<file path="src/rtl/snn_pkg.sv">
// Shared sizes and the scheduler state type for the SNN image front end.
package snn_pkg;
    localparam int NUM_PIXELS    = 784;
    localparam int BYTES_PER_IMG = NUM_PIXELS / 8;
    localparam int IMG_ADDR_W    = 10;
    localparam int WORD_W        = 7;

    typedef enum logic [1:0] {
        IDLE,
        START,
        RUN,
        DRAIN
    } sched_state_t;
endpackage

</file>
<file path="src/rtl/snn_img_buf.sv">
// Two-bank image memory: byte-wide write port, registered single-pixel read port.
module snn_img_buf #(
    parameter int NUM_PIXELS = snn_pkg::NUM_PIXELS
) (
    input  logic                           clk,
    input  logic                           rst_n,
    input  logic                           we,
    input  logic                           wr_bank,
    input  logic [snn_pkg::WORD_W-1:0]     wr_word,
    input  logic [7:0]                     wr_data,
    input  logic                           rd_bank,
    input  logic [snn_pkg::IMG_ADDR_W-1:0] rd_addr,
    output logic                           q
);
    localparam int DEPTH = NUM_PIXELS / 8;
    import snn_pkg::*;

    logic              in_range;
    logic [WORD_W-1:0] rd_word;
    logic [7:0]        bank_byte [2];
    logic              bank_sel_reg;
    logic              in_range_reg;
    logic [2:0]        bit_sel_reg;

    assign in_range = rd_addr < IMG_ADDR_W'(NUM_PIXELS);
    // Out-of-range addresses are steered to word 0 so the array is never over-indexed.
    assign rd_word  = in_range ? rd_addr[IMG_ADDR_W-1:3] : '0;

    genvar gi;
    generate
        for (gi = 0; gi < 2; gi++) begin : g_bank
            logic [7:0] mem [DEPTH];
            logic [7:0] rd_byte_reg;

            always_ff @(posedge clk) begin
                if (we && (wr_bank == 1'(gi))) begin
                    mem[wr_word] <= wr_data;
                end
                rd_byte_reg <= mem[rd_word];
            end

            assign bank_byte[gi] = rd_byte_reg;
        end
    endgenerate

    always_ff @(posedge clk or negedge rst_n) begin
        if (!rst_n) begin
            bank_sel_reg <= 1'b0;
            in_range_reg <= 1'b0;
            bit_sel_reg  <= '0;
        end else begin
            bank_sel_reg <= rd_bank;
            in_range_reg <= in_range;
            bit_sel_reg  <= rd_addr[2:0];
        end
    end

    assign q = in_range_reg & bank_byte[bank_sel_reg][bit_sel_reg];
endmodule

</file>
<file path="src/rtl/snn_img_sched.sv">
// Ping-pong image loader plus job scheduler and result holder in front of snn_core.
module snn_img_sched #(
    parameter int NUM_PIXELS = snn_pkg::NUM_PIXELS
) (
    input  logic                           clk,
    input  logic                           rst_n,
    input  logic [7:0]                     rx_data,
    input  logic                           rx_valid,
    output logic                           rx_ready,
    input  logic                           flush,
    output logic                           core_start,
    input  logic [snn_pkg::IMG_ADDR_W-1:0] core_addr,
    output logic                           core_q,
    input  logic                           core_done,
    input  logic [3:0]                     core_digit,
    output logic [3:0]                     result_digit,
    output logic                           result_valid,
    input  logic                           result_ack,
    output logic                           busy
);
    localparam int BYTES_PER_IMG = NUM_PIXELS / 8;
    import snn_pkg::*;

    sched_state_t      state_reg;
    logic [1:0]        full_reg;
    logic              wr_bank_reg;
    logic              rd_bank_reg;
    logic [WORD_W-1:0] byte_cnt_reg;
    logic              core_start_reg;
    logic              result_valid_reg;
    logic [3:0]        result_digit_reg;

    logic              xfer;
    logic              last_byte;
    logic              job_done;
    logic [1:0]        set_mask;
    logic [1:0]        clr_mask;

    assign rx_ready  = !full_reg[wr_bank_reg] && !flush;
    assign xfer      = rx_valid && rx_ready;
    assign last_byte = byte_cnt_reg == WORD_W'(BYTES_PER_IMG - 1);
    assign job_done  = (state_reg == RUN) && core_done && !flush;
    // Completing one bank and freeing the other can coincide; both masks apply together.
    assign set_mask  = (xfer && last_byte) ? (2'b01 << wr_bank_reg) : 2'b00;
    assign clr_mask  = job_done ? (2'b01 << rd_bank_reg) : 2'b00;

    always_ff @(posedge clk or negedge rst_n) begin
        if (!rst_n) begin
            full_reg     <= 2'b00;
            wr_bank_reg  <= 1'b0;
            byte_cnt_reg <= '0;
        end else if (flush) begin
            full_reg     <= 2'b00;
            wr_bank_reg  <= 1'b0;
            byte_cnt_reg <= '0;
        end else begin
            full_reg <= (full_reg | set_mask) & ~clr_mask;
            if (xfer) begin
                if (last_byte) begin
                    byte_cnt_reg <= '0;
                    wr_bank_reg  <= !wr_bank_reg;
                end else begin
                    byte_cnt_reg <= byte_cnt_reg + 1'b1;
                end
            end
        end
    end

    always_ff @(posedge clk or negedge rst_n) begin
        if (!rst_n) begin
            state_reg        <= IDLE;
            core_start_reg   <= 1'b0;
            rd_bank_reg      <= 1'b0;
            result_valid_reg <= 1'b0;
            result_digit_reg <= 4'd0;
        end else if (flush) begin
            core_start_reg   <= 1'b0;
            rd_bank_reg      <= 1'b0;
            result_valid_reg <= 1'b0;
            // A core that finishes in the flush cycle needs no draining; its digit is dropped.
            if (state_reg == START || (state_reg == RUN && !core_done)) begin
                state_reg <= DRAIN;
            end else begin
                state_reg <= IDLE;
            end
        end else begin
            core_start_reg <= 1'b0;
            if (result_ack) begin
                result_valid_reg <= 1'b0;
            end
            case (state_reg)
                IDLE: begin
                    if (full_reg[rd_bank_reg] && !result_valid_reg) begin
                        state_reg      <= START;
                        core_start_reg <= 1'b1;
                    end
                end
                START: state_reg <= RUN;
                RUN: begin
                    if (core_done) begin
                        state_reg        <= IDLE;
                        result_digit_reg <= core_digit;
                        result_valid_reg <= 1'b1;
                        rd_bank_reg      <= !rd_bank_reg;
                    end
                end
                DRAIN: begin
                    if (core_done) begin
                        state_reg <= IDLE;
                    end
                end
                default: state_reg <= IDLE;
            endcase
        end
    end

    snn_img_buf #(
        .NUM_PIXELS(NUM_PIXELS)
    ) u_buf (
        .clk     (clk),
        .rst_n   (rst_n),
        .we      (xfer),
        .wr_bank (wr_bank_reg),
        .wr_word (byte_cnt_reg),
        .wr_data (rx_data),
        .rd_bank (rd_bank_reg),
        .rd_addr (core_addr),
        .q       (core_q)
    );

    assign core_start   = core_start_reg;
    assign result_valid = result_valid_reg;
    assign result_digit = result_digit_reg;
    assign busy         = state_reg != IDLE;
endmodule
</file>
<file path="config.mk">
export PLATFORM = sky130hd
export DESIGN_NAME = snn_img_sched
export DESIGN_NICKNAME = d
export VERILOG_FILES = /design/src/rtl/snn_pkg.sv /design/src/rtl/snn_img_buf.sv /design/src/rtl/snn_img_sched.sv
export SDC_FILE = /design/constraint.sdc
export NUM_CORES = 2
export LEC_CHECK = 0
export BUFFER_PORTS_ARGS = -buffer_cell sky130_fd_sc_hd__buf_2
export CAP_MARGIN = 0
export CORE_MARGIN = 10
export CORE_UTILIZATION = 68
export DETAILED_ROUTE_END_ITERATION = 7
export PLACE_DENSITY_LB_ADDON = 0.15
export SLEW_MARGIN = 10
export SYNTH_ARGS = -nofsm -noshare
export SYNTH_HDL_FRONTEND = slang
export SYNTH_SLANG_ARGS = --single-unit
</file>
<file path="constraint.sdc">
create_clock -name clk -period 7.5 [get_ports clk]
set_clock_uncertainty 0.2 [all_clocks]
set_input_delay 0.375 -clock clk [delete_from_list [all_inputs] [get_ports clk]]
set_output_delay 0.375 -clock clk [all_outputs]
set_load 0.05 [all_outputs]
</file>
---- After elaboration in Yosys (flattened, before gate mapping) ----
Memories as Yosys holds them, arrays and structs flattened. A register that Yosys moved wholly into a read port is not among the register bits.
Cells that the tools add are included.
cells by class
  add/subtract/negate cells ............... 1
  magnitude comparators ................... 5
  equality and inequality tests ........... 6
  shift-type cells ........................ 2
  multiplexer cells ....................... 38
  bitwise gates (word level) .............. 7
  reductions and logical operators ........ 27
operators by type and width
  kind                    count
  $mux W7                 4
  $mux W8                 3
  $mux W1                 22
  $mux W2                 7
  $lt A10 B10 Y1 const B  1
  $reduce_bool A2 Y1      5
  $logic_and A1 B1 Y1     9
  $add A7 B1 Y7 const B   1
  $eq A7 B7 Y1 const B    1
  $logic_not A1 Y1        6
  $pmux W2 S3             1
  $reduce_and A2 Y1       3
  $eq A2 B2 Y1 const B    2
  $lt A1 B2 Y1 const B    2
  $lt A3 B4 Y1 const B    1
  $shl A1 B1 Y2 const A   2
  $bmux W1 S3             1
  $ne A3 B1 Y1 const B    1
  $ne A3 B3 Y1 const B    1
  $reduce_and A3 Y1       1
  $and A2 B2 Y2           1
  $eq A2 B1 Y1 const B    1
  $ge A2 B2 Y1 const B    1
  $logic_not A2 Y1        1
  7 further kinds         8
word-level totals
  flip-flop bits (word level) ............. 24
  RAM bits ................................ 1,568
  input port bits ......................... 28
  output and inout bits ................... 9
  logic and storage cells ................. 99
  memories kept ........................... 2
memory list
  memory               words  bits a word  rd ports  clocked after memory_dff  wr ports  RTL line           source
  u_buf.g_bank[0].mem  98     8            1         1                         1         snn_img_buf.sv:32  logic [7:0] mem [DEPTH];
  u_buf.g_bank[1].mem  98     8            1         1                         1         snn_img_buf.sv:32

---- Longest topological paths before layout ----
  depth after elaboration ................. 10
  gate-level depth with buffers ........... 11
  gate-level depth less buffers ........... 7

---- Modules after synthesis ----
Synthesis repeated with hierarchy kept, for this count alone.
unflattened totals
  cell total of the unflattened synthesis .. 4,112
  area total of the unflattened synthesis .. 64,076.5 µm²
modules (own cells, without submodules)
  module         times used  cells each  area an instance (µm²)  seq. area each (µm²)
  snn_img_buf    1           4,018       63,108.0                47,530.6
  snn_img_sched  1           94          968.4                   475.5

---- Worst setup path before layout ----
Ideal clock, no wire load.
  kind .................................... input-to-reg
  start ................................... input port flush
  end ..................................... memory u_buf.g_bank[1].mem[51][0] (enable)
  setup time .............................. 370 ps
  arrival ................................. 3,230 ps
  data required time ...................... 6,930 ps
  setup slack ............................. 3,699 ps
  cell stages on the path ................. 8
  buffers on the path ..................... 3
  path through ............................ clkbuf_1 a211oi_1 nand2_1 clkbuf_1 nor2_1 nand3_1 clkbuf_1 nor2_1
between the ends
  cells in the longest elaborated chain, start to end .. 6
RTL lines
  element                        RTL line             source
  start: declaration             snn_img_sched.sv:10  input logic flush,
  $logic_not A1 Y1               snn_img_sched.sv:39  assign rx_ready = !full_reg[wr_bank_reg] && !flush;
  $logic_and A1 B1 Y1            snn_img_sched.sv:39
  via rx_ready                   snn_img_sched.sv:9   output logic rx_ready,
  $logic_and A1 B1 Y1            snn_img_sched.sv:40  assign xfer = rx_valid && rx_ready;
  $logic_and A1 B1 Y1            snn_img_buf.sv:36    if (we && (wr_bank == 1'(gi))) begin
  $mux W1                        snn_img_buf.sv:36
  $mux W1 (not written as such)  snn_img_buf.sv:37    mem[wr_word] <= wr_data;
  end: declaration               snn_img_buf.sv:32
The timed path passes the listed nets, and every way through them passes these cells.

---- Final worst setup path ----
  start ................................... register full_reg[0]
  end ..................................... memory u_buf.g_bank[1].mem[16][2] (enable)
between the ends
  cells in the longest elaborated chain, start to end .. 8
RTL lines
  element                                      RTL line             source
  start: declaration                           snn_img_sched.sv:25  logic [1:0] full_reg;
  start signal: assignment                     snn_img_sched.sv:57  full_reg <= (full_reg | set_mask) & ~clr_mask;
  $mux W1 (not written as such) (2 in series)  snn_img_sched.sv:39
  $logic_not A1 Y1                             snn_img_sched.sv:39
  $logic_and A1 B1 Y1                          snn_img_sched.sv:39
  $logic_and A1 B1 Y1                          snn_img_sched.sv:40
  $logic_and A1 B1 Y1                          snn_img_buf.sv:36
  $mux W1                                      snn_img_buf.sv:36
  $mux W1 (not written as such)                snn_img_buf.sv:37
No other way between the ends. The select of a mux whose other input is x is not followed.

==> results.ini <==
[floorplanning]
num_rows=112
core-area_um2=93300
pin_count=37
die_w_um=327
initial_utilization_pct=68.6
die_y_um=327
die_area_um2=107000

[drt]
drt_wl_total_mm=164
ant_nets=0
wire_per_inst_um=30.2
vias_per_cell=7.02
first_pass_iters=6
drt_iter0_drc=6380
drcViolationCount=0
vias=38200

[logic_synthesis]
synth.avg_cell_area_um2=15.6
yosysUniqueCellTypes=59
ys_warn_count=0
syn_nets=4134
syn_inst=4104
synth-seq-cells=1608
async_reset_ff_share_pct=1.49
synth_edf_count=1568
synth_area_um2=64000
yosys_most_used_dff=edfxtp_1
synth_seq_area_share_pct=75.0

[clock_tree]
cts_buffers=156
htree_levels=4
post_cts_buffers=0
cts_tree=done
cts-root-buf=clkbuf_16
insertion_delay_ps=770
numClockSinks=1608
clock_path_buffers=3
path_clk_slew_ps=60

[layout]
final_common_cell=edfxtp_1
drive_gt1_share_pct=11.4
area_delta_synth_final_pct=9.88
largest_reg_flops=1568
finish.utilization_pct=75.4
finalNetCount=4099
mostFrequentLayoutCells=edfxtp_1, mux2i_1, nor2_1

[sta]
slew_violations=0
fin_setup_tns_ps=0
setup_viol=0
finalHoldViolCount=0
min_period_ps=4240
timing.final.ws_setup_ps=3260
relSlewSlack_pct=13.0
tightest_slew_ps=1300
rsz0062_at_grt=false
period_share_pct=56.5
fmax_mhz=236

[flow_run]
cap_violations=0

[worst_setup_path]
crit_arrival_ps=4410
worstSetupPathType=flip-flop to flip-flop
worstPathRequired_ps=7670
worstSetupEndpointType=flip-flop
critPathMaxFanout=13
startpoint_type=flip-flop

[power]
p_leak_uw=0.0227
ir_drop_mv=0.357
power_density_nw_per_um2=267

[outcome]
status=finished clean

[global_routing]
grt_pass1_vias=36300
track_usage_pct=30.2
grt_max_degree=176
grt-ovfl-total=0
grt_pass1_wl_mm=240
antenna_found_initial=4

[placement]
gp_congestion=0.879
post-dp-hpwl_mm=94.8
port_buffers=36
dp_slack_ps=3260

[hold_path]
hold_path.class=input pin to flip-flop

==> per-stage QoR <==
| stage | cell area (um^2) | std cells | hold WS, ps | power [uW] |
|---|---|---|---|---|
| 6_report | 70300 | 5441 | 30.7 | 18800 |
| 3_5_place_dp | 65200 | 5143 | 243 | 11300 |
| 3_3_place_gp | 65200 | 5143 | 241 | 11300 |
| 2_1_floorplan | 64000 | 4104 | -121 | 10800 |
| 5_1_grt | 70300 | 5440 | 52.9 | 19200 |
| 4_1_cts | 70300 | 5438 | 20.8 | 18800 |
==> final cells by class <==
type / count / area (um^2)
inverters: 6 / 22.5
clock inverters: 60 / 551
well taps: 1254 / 1570
diodes: 2 / 5.00
repair buffers: 118 / 998
fillers: 5459 / 23000
clock buffers: 214 / 4370
flip-flops and latches: 1608 / 48000
multi-input cells: 2179 / 14800
==> repair_timing <==
| item | CTS | global route |
|---|---|---|
| gates resized for setup | 0 | 0 |
| endpoints found under the hold margin | 270 | 1 |
| hold buffers | 21 | 1 |
==> path summary, 6_finish.rpt <==
kind / start / to / slack, ps / cells after the start
max in group asynchronous: rst_n / u_buf.in_range_reg / 6410 / 4
min in group asynchronous: rst_n / state_reg[0] / 510 / 4
hold reg to reg: rd_bank_reg / u_buf.bank_sel_reg / 290 / 0
setup / recovery: full_reg[0] / u_buf.g_bank[1].mem[16][2] / 3260 / 6
setup reg to reg: full_reg[0] / u_buf.g_bank[1].mem[16][2] / 3260 / 6
hold / removal: rx_data[0] / u_buf.g_bank[0].mem[86][0] / 30 / 1
==> synth_stat cells (20+ instances only) <==
library cell  number  area (um^2)
nor2_1           297         1110
edfxtp_1        1568        47100
o2111ai_1         27          236
o221ai_1         157         1380
o21ai_0          220         1100
a21oi_1          276         1380
nor2b_1           38          238
buf_1             38          143
a211oi_1          60          450
nand2_1          185          694
o22ai_1           20          125
dfrtp_1           24          601
nor3_1            50          250
buf_2             59          295
a22oi_1           26          195
mux2i_1          315         3150
nand3_1          115          576
mux2_2           138         1550
o211ai_1          62          465
clkbuf_1         211          792
==> where the power goes <==
part           switching [uW]  total [uW]  internal (uW)
combinational             895        1240            349
sequential               42.9        9940           9900
clock                    3220        7620           4410
total                    4150       18800          14700
==> layer usage <==
layer	up-vias	track usage [%]	part of all wire, %
met5	-	0	0
met1	19100	43.1	38
met4	0	12.6	4.2
met3	358	6.24	12
li1	16100	-	-
met2	2609	45.5	46
==> worst max-delay path, cell delays in order (launching register included) <==
cell and delay [ps]:
dfrtp_1 390, nor2b_1 130, a211oi_1 370, nand2_1 340
nor3_1 450, nand2_1 900, nor2_1 1060
==> cell families after synthesis <==
logic type               synth area share (%)
AO/OA/AOI/OAI                            10.2
buffers and inverters                    1.99
adder cells (fa/ha/maj)                0.0391
flip-flops                               75.0
AND/OR/NAND/NOR                          4.85
multiplexers                             7.95
XOR/XNOR                               0.0137
No activity file was read; power rests on OpenSTA's default activity.
